==> src/rtl/apb_master_arbiter_if.sv <==
// Bundle of the four-requester front end and the APB master/slave signals
// used by apb_master_arbiter.
interface apb_master_arbiter_if;
    // Handshake: a requester raises req[r] with addr/write/wdata stable and holds
    // it until ack[r] pulses for one cycle; ack_rdata/ack_err are meaningful only
    // in that cycle. APB side: the transfer completes in the ACCESS cycle
    // (psel & penable) whose pready is 1.
    logic [3:0]   req;
    logic [127:0] req_addr;
    logic [3:0]   req_write;
    logic [127:0] req_wdata;
    logic [3:0]   ack;
    logic [31:0]  ack_rdata;
    logic         ack_err;
    logic         busy;
    logic [1:0]   state_dbg;
    logic [31:0]  paddr;
    logic         pwrite;
    logic [31:0]  pwdata;
    logic         penable;
    logic [15:0]  psel;
    logic [31:0]  prdata;
    logic         pready;
    logic         pslverr;

    modport master (
        input  req, req_addr, req_write, req_wdata, prdata, pready, pslverr,
        output ack, ack_rdata, ack_err, busy, state_dbg,
               paddr, pwrite, pwdata, penable, psel
    );

    modport slave (
        output req, req_addr, req_write, req_wdata, prdata, pready, pslverr,
        input  ack, ack_rdata, ack_err, busy, state_dbg,
               paddr, pwrite, pwdata, penable, psel
    );
endinterface

==> src/rtl/apb_master_arbiter.sv <==
// Round-robin arbiter for four requesters in front of a single APB master,
// with an optional PREADY timeout that aborts stalled transfers with an error.
module apb_master_arbiter #(
    parameter int unsigned TIMEOUT = 16
) (
    input logic pclk,
    input logic preset,
    apb_master_arbiter_if.master bus
);
    typedef enum logic [1:0] {
        IDLE   = 2'd0,
        SETUP  = 2'd1,
        ACCESS = 2'd2
    } state_t;

    localparam logic [7:0] TO_LAST = 8'((TIMEOUT == 0) ? 0 : TIMEOUT - 1);

    state_t      state;
    logic [1:0]  grant;
    logic [1:0]  last_grant;
    logic [7:0]  wait_cnt;
    logic [3:0]  ack_q;
    logic [31:0] ack_rdata_q;
    logic        ack_err_q;
    logic [31:0] paddr_q;
    logic        pwrite_q;
    logic [31:0] pwdata_q;
    logic        penable_q;
    logic [15:0] psel_q;

    logic [3:0]  eligible;
    logic [1:0]  pick;
    logic [1:0]  idx;
    logic        pick_valid;
    logic [31:0] sel_addr;
    logic [31:0] sel_wdata;
    logic        sel_write;
    logic        timeout_hit;

    // Scan from last_grant+4 down to last_grant+1 so the nearest successor wins.
    always_comb begin
        eligible   = bus.req & ~ack_q;
        pick       = last_grant;
        pick_valid = 1'b0;
        idx        = last_grant;
        for (int i = 4; i >= 1; i--) begin
            idx = last_grant + 2'(i);
            if (eligible[idx]) begin
                pick       = idx;
                pick_valid = 1'b1;
            end
        end
        sel_addr    = bus.req_addr[{pick, 5'd0} +: 32];
        sel_wdata   = bus.req_wdata[{pick, 5'd0} +: 32];
        sel_write   = bus.req_write[pick];
        timeout_hit = (TIMEOUT != 0) && !bus.pready && (wait_cnt == TO_LAST);
    end

    always_ff @(posedge pclk) begin
        if (preset) begin
            state       <= IDLE;
            grant       <= 2'd3;
            last_grant  <= 2'd3;
            wait_cnt    <= '0;
            ack_q       <= '0;
            ack_rdata_q <= '0;
            ack_err_q   <= 1'b0;
            paddr_q     <= '0;
            pwrite_q    <= 1'b0;
            pwdata_q    <= '0;
            penable_q   <= 1'b0;
            psel_q      <= '0;
        end else begin
            ack_q       <= '0;
            ack_rdata_q <= '0;
            ack_err_q   <= 1'b0;
            unique case (state)
                IDLE: begin
                    if (pick_valid) begin
                        state      <= SETUP;
                        grant      <= pick;
                        last_grant <= pick;
                        paddr_q    <= sel_addr;
                        pwrite_q   <= sel_write;
                        pwdata_q   <= sel_wdata;
                        psel_q     <= 16'd1 << sel_addr[27:24];
                    end
                end
                SETUP: begin
                    state     <= ACCESS;
                    penable_q <= 1'b1;
                    wait_cnt  <= '0;
                end
                ACCESS: begin
                    // A timeout completes like a normal transfer but reports an error.
                    if (bus.pready || timeout_hit) begin
                        state       <= IDLE;
                        psel_q      <= '0;
                        penable_q   <= 1'b0;
                        ack_q       <= 4'd1 << grant;
                        ack_err_q   <= bus.pready ? bus.pslverr : 1'b1;
                        ack_rdata_q <= (bus.pready && !pwrite_q) ? bus.prdata : '0;
                    end else if (wait_cnt != 8'hff) begin
                        wait_cnt <= wait_cnt + 8'd1;
                    end
                end
                default: state <= IDLE;
            endcase
        end
    end

    assign bus.ack       = ack_q;
    assign bus.ack_rdata = ack_rdata_q;
    assign bus.ack_err   = ack_err_q;
    assign bus.busy      = (state != IDLE);
    assign bus.state_dbg = state;
    assign bus.paddr     = paddr_q;
    assign bus.pwrite    = pwrite_q;
    assign bus.pwdata    = pwdata_q;
    assign bus.penable   = penable_q;
    assign bus.psel      = psel_q;
endmodule

==> src/flat_wrapper.sv <==
// flat-port wrapper written by rule: the top's interface ports become plain ports
module apb_master_arbiter_flat 
#(
    parameter int unsigned TIMEOUT = 16
)
  (pclk, preset, bus_req, bus_req_addr, bus_req_write, bus_req_wdata, bus_prdata, bus_pready, bus_pslverr, bus_ack, bus_ack_rdata, bus_ack_err, bus_busy, bus_state_dbg, bus_paddr, bus_pwrite, bus_pwdata, bus_penable, bus_psel);
  apb_master_arbiter_if bus_i ();
  input logic pclk;
  input logic preset;
  input wire logic [$bits(bus_i.req)-1:0] bus_req;
  input wire logic [$bits(bus_i.req_addr)-1:0] bus_req_addr;
  input wire logic [$bits(bus_i.req_write)-1:0] bus_req_write;
  input wire logic [$bits(bus_i.req_wdata)-1:0] bus_req_wdata;
  input wire logic [$bits(bus_i.prdata)-1:0] bus_prdata;
  input wire logic [$bits(bus_i.pready)-1:0] bus_pready;
  input wire logic [$bits(bus_i.pslverr)-1:0] bus_pslverr;
  output wire logic [$bits(bus_i.ack)-1:0] bus_ack;
  output wire logic [$bits(bus_i.ack_rdata)-1:0] bus_ack_rdata;
  output wire logic [$bits(bus_i.ack_err)-1:0] bus_ack_err;
  output wire logic [$bits(bus_i.busy)-1:0] bus_busy;
  output wire logic [$bits(bus_i.state_dbg)-1:0] bus_state_dbg;
  output wire logic [$bits(bus_i.paddr)-1:0] bus_paddr;
  output wire logic [$bits(bus_i.pwrite)-1:0] bus_pwrite;
  output wire logic [$bits(bus_i.pwdata)-1:0] bus_pwdata;
  output wire logic [$bits(bus_i.penable)-1:0] bus_penable;
  output wire logic [$bits(bus_i.psel)-1:0] bus_psel;
  assign bus_i.req = bus_req;
  assign bus_i.req_addr = bus_req_addr;
  assign bus_i.req_write = bus_req_write;
  assign bus_i.req_wdata = bus_req_wdata;
  assign bus_i.prdata = bus_prdata;
  assign bus_i.pready = bus_pready;
  assign bus_i.pslverr = bus_pslverr;
  assign bus_ack = bus_i.ack;
  assign bus_ack_rdata = bus_i.ack_rdata;
  assign bus_ack_err = bus_i.ack_err;
  assign bus_busy = bus_i.busy;
  assign bus_state_dbg = bus_i.state_dbg;
  assign bus_paddr = bus_i.paddr;
  assign bus_pwrite = bus_i.pwrite;
  assign bus_pwdata = bus_i.pwdata;
  assign bus_penable = bus_i.penable;
  assign bus_psel = bus_i.psel;
  apb_master_arbiter #(.TIMEOUT(TIMEOUT)) u_core (.pclk(pclk), .preset(preset), .bus(bus_i));
endmodule
==> config.mk <==
export PLATFORM = sky130hd
export DESIGN_NAME = apb_master_arbiter_flat
export DESIGN_NICKNAME = d
export VERILOG_FILES = /design/src/rtl/apb_master_arbiter_if.sv /design/src/rtl/apb_master_arbiter.sv /design/src/flat_wrapper.sv
export SDC_FILE = /design/constraint.sdc
export NUM_CORES = 1
export LEC_CHECK = 0
export ABC_CLOCK_PERIOD_IN_PS = 2220
export CAP_MARGIN = 10
export CORE_AREA = 2 2 163 165
export DETAILED_ROUTE_END_ITERATION = 10
export DIE_AREA = 0 0 165 167
export GPL_TIMING_DRIVEN = 0
export HOLD_SLACK_MARGIN = 0.06
export PLACE_DENSITY = 0.7
export SKIP_CTS_REPAIR_TIMING = 1
export SLEW_MARGIN = 25
export SYNTH_ARGS = -nofsm -noshare
export SYNTH_HDL_FRONTEND = slang
export SYNTH_SLANG_ARGS = --single-unit
export TNS_END_PERCENT = 1
==> constraint.sdc <==
create_clock -name pclk -period 2.22 [get_ports pclk]
set_clock_uncertainty 0.05 [all_clocks]
set_input_delay 0.444 -clock pclk [delete_from_list [all_inputs] [get_ports pclk]]
set_output_delay 0.444 -clock pclk [all_outputs]
set_load 0.01 [all_outputs]
# After elaboration in Yosys (flattened, before gate mapping)
# Index checks and enable logic that the tools add are counted.
# word_totals
ff_bits	131
output_inout_bits	122
in_bits	300
elab_cells	82
# op_classes
magnitude_cmp	5
bitwise	5
n_mux	29
eq_ne	8
n_addsub	4
reduce_logical	16
shift	4
# ops
operator	n
128-bit by 8-bit indexed part select with 32-bit output	2
16-bit two-way mux	2
16-bit case mux with 2 select lines	1
8-bit two-way mux	2
8-bit case mux with 2 select lines	1
1-bit by 4-bit left shift with 16-bit output (first input constant)	1
2-bit by 3-bit less-than comparator with 1-bit output (second input constant)	5
1-bit two-way mux	11
1-bit binary-select mux with 2-bit select	5
2-bit two-way mux	5
8-bit by 1-bit adder with 8-bit output (second input constant)	1
8-bit by 4-bit equality test with 1-bit output (second input constant)	1
8-bit != test (second input constant)	1
2-bit by 1-bit != test with 1-bit output (second input constant)	3
2-bit case mux with 3 select lines	1
2-bit AND reduction	3
3-bit AND reduction	2
2-bit nonzero test	3
2-bit adder (second input constant)	2
4-bit bitwise AND	1
4-bit NOT	1
4-bit OR reduction	1
1-bit by 2-bit left shift with 4-bit output (first input constant)	1
1-bit NOT	3
10 further kinds	12

# Depth between registers and ports, before layout
# Gate-level depths: netlist of the first run.
# logic_depth
word_depth	11
mapped_depth	9
ltp_nobuf	8

# Least setup slack after synthesis of the first run
# Ideal clock, no wire load.
# synth_timing
kind	input-to-reg
start	input port bus_req[1]
end	register u_core.psel_q[8] (netlist: u_core.bus.psel[8])
arrival_ps	1848
path_buffers	1
required_ps	2048
slack_ps	200
stages	6
setup_ps	122
cell_sequence	nor2b_2 a221oi_4 a21o_4 buf_8 mux2_2 a221o_1
# synth_between
elab_chain_len	10
elab_cells_between_ends	22
cone_classes	eq/ne (1); shift (2); mux (17); bitwise (1); reduce/logical (1)
# synth_rtl
element	line_no	source
from (decl)	flat_wrapper.sv:10	input wire logic [$bits(bus_i.req)-1:0] bus_req;
4-bit bitwise AND *	apb_master_arbiter.sv:42	eligible = bus.req & ~ack_q;
1-bit binary-select mux with 2-bit select	apb_master_arbiter.sv:48	if (eligible[idx]) begin
1-bit two-way mux (implied by the code)	apb_master_arbiter.sv:48	
2-bit two-way mux (3 in series)	apb_master_arbiter.sv:48	
128-bit by 8-bit indexed part select with 32-bit output	apb_master_arbiter.sv:53	sel_addr = bus.req_addr[{pick, 5'd0} +: 32];
1-bit by 4-bit left shift with 16-bit output	apb_master_arbiter.sv:86	psel_q <= 16'd1 << sel_addr[27:24];
16-bit two-way mux	apb_master_arbiter.sv:79	if (pick_valid) begin
16-bit case mux with 2 select lines	apb_master_arbiter.sv:77	unique case (state)
to (signal assigned)	apb_master_arbiter.sv:86	
to (decl)	apb_master_arbiter.sv:29	logic [15:0] psel_q;
# Every way passes the cells marked *; elsewhere a longest branch is shown, timed or not. The select of a mux whose other input is x is not followed.
# A chain may end at the register's enable or synchronous reset.

# Worst setup path in the final report of the first run
# layout_timing
start	input port bus_req[0]
end	register u_core.paddr_q[21] (netlist: u_core.bus.paddr[21])
# layout_between
elab_chain_len	8
elab_cells_between_ends	18
cone_classes	shift (1); mux (15); bitwise (1); reduce/logical (1)
# layout_rtl
element	line_no	source
4-bit bitwise AND *	apb_master_arbiter.sv:42	
parallel branches: the longest is 7 deep, another holds 128-bit by 8-bit indexed part select with 32-bit output	-	
to (signal assigned)	apb_master_arbiter.sv:83	paddr_q <= sel_addr;
to (decl)	apb_master_arbiter.sv:25	logic [31:0] paddr_q;
# Mark *: on every way between the ends. The select of a mux whose other input is x is not followed.

==> out/qor.txt, run 1 <==
Status = complete, but fails checks
Failing checks = setup timing
Clock root cell = clkbuf_16
Post-Syn Area = 6620 um^2
Synth Flop Type = dfxtp_1
Floorplan core area = 25800 um^2
Setup TNS = -3210 ps
Maxcap violations = 0
IO Pins = 422
Drt first-iter violations = 384
Post-DR vias/cell = 4.73
Finished Core Util = 46.9%
Final Critical Period = 2390 ps
DP Wirelength = 23.9 mm
Worst-path clk slew = 60 ps
Slew HR = 55.7%
WP data required = 2450 ps
Port-buffer cells = 421
Drt drc = 0
Clock Path Buffers = 2
CTS HTree Levels = 4
GRT Residual Overflow = 0
Min-Delay Path Class = flip-flop to flip-flop
Count of buffer and inverter cells on the critical path = 4
CP max stage cell = clkdlybuf4s50_1
First-pass GRT wire length = 43.0 mm
Place WS = -950 ps
Row cnt = 59
CTS tree = yes
Largest net degree at the start of global routing = 17
Synthesized area per cell = 9.97 um^2
CP max FO = 10
CP Cell Sequence = clkdlybuf4s50_1, and2b_4, a211o_1, o211a_1, buf_2, buf_8, buf_12, mux2i_4, o221ai_1
Mapped Cells = 664
All-layer global routing usage = 21.0%
EDFF count, synth = 0
Final hold violation count = 0
Number of antenna violations at the first check in global routing = 4
Leakage = 4.81 nW
Cts bufs inserted = 17
Vias = 6908
Seq cells post-synth = 131
CP startpoint kind = input pin
Fill count = 2450
Final Cycle Share = 107%
Area after DPL = 11300 um^2
Layout cell share with drive strength beyond 1 = 11.3%
WP data arrival = 2610 ps
DR WL/cell = 20.6 um
Total die area = 27600 um^2
Worst Tran Pin Value = 664 ps
GP Congestion = 0.920
Drt first pass iters = 4
Asr flop ratio synth = 0%
Nets = 1413
FMAX = 419 MHz
Worst setup margin = -166 ps
Cell Pwr Density = 776 nW/um^2
Unique masters post-synth = 59
Synth-to-layout area growth = 82.5%
CP peak stage delay = 480 ps
Initial Util = 25.7%
Crit-path leading delay family = buffers and inverters
Maximum VDD drop = 506 uV
Yosys Warn Count = 0
Routed wire length = 30.1 mm
Post-synthesis sequential area ratio = 39.6%
Clk sinks = 131
Clk_lat worst skew = 410 ps
Final Instance Area = 12100 um^2
Class of the most critical setup path = input pin to flip-flop
Critical Path End Type = flip-flop
Max-slew violations = 0
Post-DRT Antenna Nets = 0
Syn Nets = 969
Chip height = 167 um
Final Setup Violations = 68
Vias in the first global route = 7026
Unrepaired setup endpoints after global routing = yes
Power Total = 0.00937 W
Die W = 165 um
-- Yosys cell counts (11+ instances only) --
cell	number	area (um^2)
buf_6	11	124
o221ai_1	65	569
dfxtp_1	131	2620
and2_1	33	206
nor3_1	11	55.1
buf_2	13	65.1
nor2_1	20	75.1
clkbuf_1	13	48.8
o21ai_0	12	60.1
nand2_1	88	330
mux2i_1	148	1480
nand2b_1	13	81.3
-- metal layers --
layer / global-route usage (%) / wire length [um]
met1: 25.8 / 12500
met2: 35.7 / 14900
met3: 6.23 / 2150
met4: 5.29 / 577
met5: 0 / 0
-- through the flow --
step | hold WS (ps) | std cells
floorplan | 436 | 664
global placement | 389 | 1420
detailed placement | 399 | 1420
CTS | 415 | 1452
global route | 434 | 1459
finish | 412 | 1460
-- layout make-up --
| class | count | area [um^2] | area share [%] |
|---|---|---|---|
| tap | 335 | 419 | 3.47 |
| clock buffer | 17 | 425 | 3.52 |
| sequential | 131 | 2630 | 21.7 |
| buffer | 45 | 350 | 2.90 |
| multi-input combinational | 479 | 3790 | 31.4 |
| inverter | 9 | 33.8 | 0.280 |
| timing repair buffer | 425 | 4250 | 35.1 |
| antenna | 4 | 10.0 | 0.0828 |
| clock inverter | 15 | 184 | 1.52 |
-- power by group --
| group | switching [W] | internal (W) |
|---|---|---|
| Combinational | 0.00160 | 0.00189 |
| Sequential | 0.000215 | 0.00268 |
| Clock | 0.00127 | 0.00171 |
-- final timing paths --
check / from / end / slack (ps) / cells past startpoint
worst max register to register: u_core.bus.ack[0]$_SDFF_PP0_ / u_core.bus.paddr[21]$_SDFFE_PP0P_ / -60 / 8
worst max-delay path: bus_req[0] / u_core.bus.paddr[21]$_SDFFE_PP0P_ / -170 / 9
worst min-delay path: u_core.bus.psel[12]$_SDFFE_PP0P_ / u_core.bus.psel[12]$_SDFFE_PP0P_ / 410 / 2
worst min register to register: u_core.bus.psel[12]$_SDFFE_PP0P_ / u_core.bus.psel[12]$_SDFFE_PP0P_ / 410 / 2
-- layout by cell type, fill, tap and decap left out, types with 8 or more instances in the layout --
cell type	Yosys	final
nand2_1	88	88
and2_1	33	33
mux2i_2	0	12
nor3_1	11	10
clkbuf_16	0	17
o21ai_0	12	11
clkbuf_2	0	9
o221ai_1	65	65
clkdlybuf4s50_1	0	420
nand2b_1	13	13
mux2i_1	148	133
a221o_1	8	8
dfxtp_1	131	128
nor2_1	20	18
-- registers in the layout, summed over array words and instances, names as in the netlist --
signal	flops
u_core.wait_cnt	8
u_core.bus.pwdata	32
u_core.bus.ack_rdata	32
u_core.bus.paddr	32
u_core.bus.penable	1
u_core.bus.ack_err	1
u_core.bus.psel	16
u_core.bus.ack	4
u_core.bus.pwrite	1
u_core.grant	2
u_core.bus.state_dbg	2
-- worst min-delay path: cells and delay by family, from the launching register on --
| kind | cells | cell delay [ps] |
|---|---|---|
| simple gates | 1 | 40 |
| compound gates | 1 | 60 |
| flops | 1 | 330 |
-- logic make-up (layout without fill, tap and decap cells) --
group                      count (synthesis)  in the layout  share of synthesized area [%]
DFF                                      131            131                           39.6
other                                      0              4                              0
muxes                                    154            154                           23.4
adders and majority gates                  5              5                          0.945
AOI/OAI and AO/OA                        114            114                           14.9
xor gates and xnor gates                   4              4                          0.529
buffers and inverters                     54            511                           4.99
and+or+nand+nor                          202            202                           15.6
Note: power is estimated with default switching activity, not from simulation.
==> run 2, diff against run 1 <==
--- a/config.mk
+++ b/config.mk
@@ -18,4 +18,4 @@
 export SYNTH_ARGS = -nofsm -noshare
 export SYNTH_HDL_FRONTEND = slang
 export SYNTH_SLANG_ARGS = --single-unit
-export TNS_END_PERCENT = 1
+export TNS_END_PERCENT = 100
==> run 2 against run 1 <==
The run now ends clean. Largest cell class unchanged. Register-to-register slack better by 180 ps. Core utilization is 0.85 points higher. Sequential share of layout area is 0.39 points lower. Clock power hardly changed. Flip-flop and latch count stayed put. Fmax is 7.8% higher. Total power is 1.9% higher. Die area stayed put. Via count is 0.98% higher. Global-route usage stayed put. Count of clock-buffer cells in the layout stayed put. First-iteration DRC count is 7.8% lower.
==> out/qor.txt, run 2 (synthesis gave the netlist of run 1 again) <==
Status = completed
GP Congestion = 0.920
Hold Crit Depth = 2
HP Start = u_core.bus.psel[7]$_SDFFE_PP0P_
R2r setup slk = 120 ps
Critical path depth = 9
Final Critical Period = 2210 ps
Row cnt = 59
Clk_lat worst skew = 410 ps
Number of antenna violations at the first check in global routing = 4
Place WS = -950 ps
CP startpoint kind = input pin
Slew HR = 55.6%
Maxcap violations = 0
Nets = 1420
Die W = 165 um
Switching share of power = 32.7%
R2r endpoint = u_core.bus.paddr[21]$_SDFFE_PP0P_
CP Cell Sequence = clkdlybuf4s50_1, and2b_4, a211o_1, o211a_1, buf_6, buf_12, buf_16, mux2i_4, o221ai_1
Chip height = 167 um
Final Non-Filler Cells = 1467
Most frequent cells in the layout = clkdlybuf4s50_1, mux2i_1, dfxtp_1
Min-Delay Path Class = flip-flop to flip-flop
CP max stage cell = clkdlybuf4s50_1
Gate power share = 38.4%
First-pass GRT wire length = 43.0 mm
Drt first-iter violations = 354
Worst setup margin = 6.16 ps
GRT Residual Overflow = 0
Unrepaired setup endpoints after global routing = yes
DR WL/cell = 20.7 um
Critical Path Source = bus_req[0]
Cts bufs inserted = 17
Vias in the first global route = 7026
Worst r2r path cells = 8
Clock root cell = clkbuf_16
WP data arrival = 2440 ps
DP Wirelength = 23.9 mm
Total die area = 27600 um^2
Clock Path Buffers = 2
Post-DRT Antenna Nets = 0
Final Instance Area = 12300 um^2
WP data required = 2450 ps
Class of the most critical setup path = input pin to flip-flop
Maximum VDD drop = 504 uV
Final hold violation count = 0
Final Cycle Share = 99.7%
Placed cells = 1420
Cell Pwr Density = 776 nW/um^2
Power Total = 0.00955 W
Critical Path End Type = flip-flop
Worst-path clk slew = 60 ps
Crit path to = u_core.bus.paddr[21]$_SDFFE_PP0P_
IO Pins = 422
Floorplan core area = 25800 um^2
Drt drc = 0
Worst Tran Pin Value = 666 ps
Commonest non-fill, non-tap cell in the layout = clkdlybuf4s50_1
Max-slew violations = 0
Area after DPL = 11300 um^2
Clock network power share = 31.1%
CP max FO = 11
Initial Util = 25.7%
Switching power = 0.00312 W
Reg power frac = 30.4%
Final Setup Violations = 0
Vias = 6976
CTS HTree Levels = 4
Port-buffer cells = 421
All-layer global routing usage = 21.0%
Count of buffer and inverter cells on the critical path = 4
Largest net degree at the start of global routing = 17
Synth-to-layout area growth = 85.8%
Drt first pass iters = 4
Crit-path leading delay family = buffers and inverters
Clk sinks = 131
CTS tree = yes
Worst R2R Start = u_core.bus.ack[0]$_SDFF_PP0_
Leakage = 4.89 nW
FMAX = 452 MHz
Pint = 0.00643 W
Post-DR vias/cell = 4.76
Routed wire length = 30.4 mm
CP peak stage delay = 490 ps
Layout cell share with drive strength beyond 1 = 12.6%
run 2: changes by cell type in the layout (fill, tap and decap cells not counted), moves of 2 or more:
cell,before,now
buf_12,1,5
buf_4,7,14
mux2i_1,133,129
buf_6,7,4
clkbuf_4,7,10
clkbuf_1,6,4
mux2i_4,3,7
clkbuf_2,9,6
run 2: worst min path at each step:
| stage | end | slack, ps |
|---|---|---|
| 3_5_place_dp | u_core.bus.pwdata[23]$_SDFFE_PP0P_ | 400 |
| 6_report | u_core.bus.psel[7]$_SDFFE_PP0P_ | 410 |
| 3_3_place_gp | u_core.bus.psel[6]$_SDFFE_PP0P_ | 390 |
| 2_1_floorplan | u_core.wait_cnt[3]$_SDFFE_PP0P_ | 440 |
| 4_1_cts | u_core.bus.psel[7]$_SDFFE_PP0P_ | 420 |
| 5_1_grt | u_core.bus.paddr[23]$_SDFFE_PP0P_ | 430 |
run 2: through the flow:
stage	setup TNS, ps	util [%]	hold slack [ps]
after floorplan	0	-	436
after global routing	-579	47.8	434
final	0	47.8	412
after CTS	-21770	46.1	415
after detailed placement	-66600	43.7	399
after global placement	-75550	43.7	389
run 2: power by group through the flow:
stage	combinational [W]	clock (W)	sequential, W
floorplan	0.00150	0	0.00304
global placement	0.00337	0	0.00293
CTS	0.00339	0.00303	0.00289
global route	0.00389	0.00314	0.00293
finish	0.00367	0.00297	0.00290
detailed placement	0.00338	0	0.00293
run 2: final cells by class:
cell class	instances	area, um^2
clock buffers	17	425
inverters	9	33.8
well taps	335	419
multi-input cells	479	3860
diodes	4	10.0
plain buffers	45	427
flip-flops and latches	131	2630
repair buffers	432	4320
fillers	2435	13500
clock inverters	15	184
run 2: worst register-to-register path, stage by stage, from the launching register on:
cell and delay (ps):
dfxtp_1 320, and2b_4 250, a211o_1 140, o211a_1 250
buf_6 150, buf_12 190, buf_16 170, mux2i_4 280
o221ai_1 160
run 2: routing by layer:
layer | GRT usage [%] | vias to the layer above | wire length [um]
met3 | 6.23 | 27 | 2130
met1 | 25.8 | 3296 | 12600
met4 | 5.29 | 0 | 542
li1 | - | 3374 | -
met5 | 0 | - | 0
met2 | 35.7 | 279 | 15200
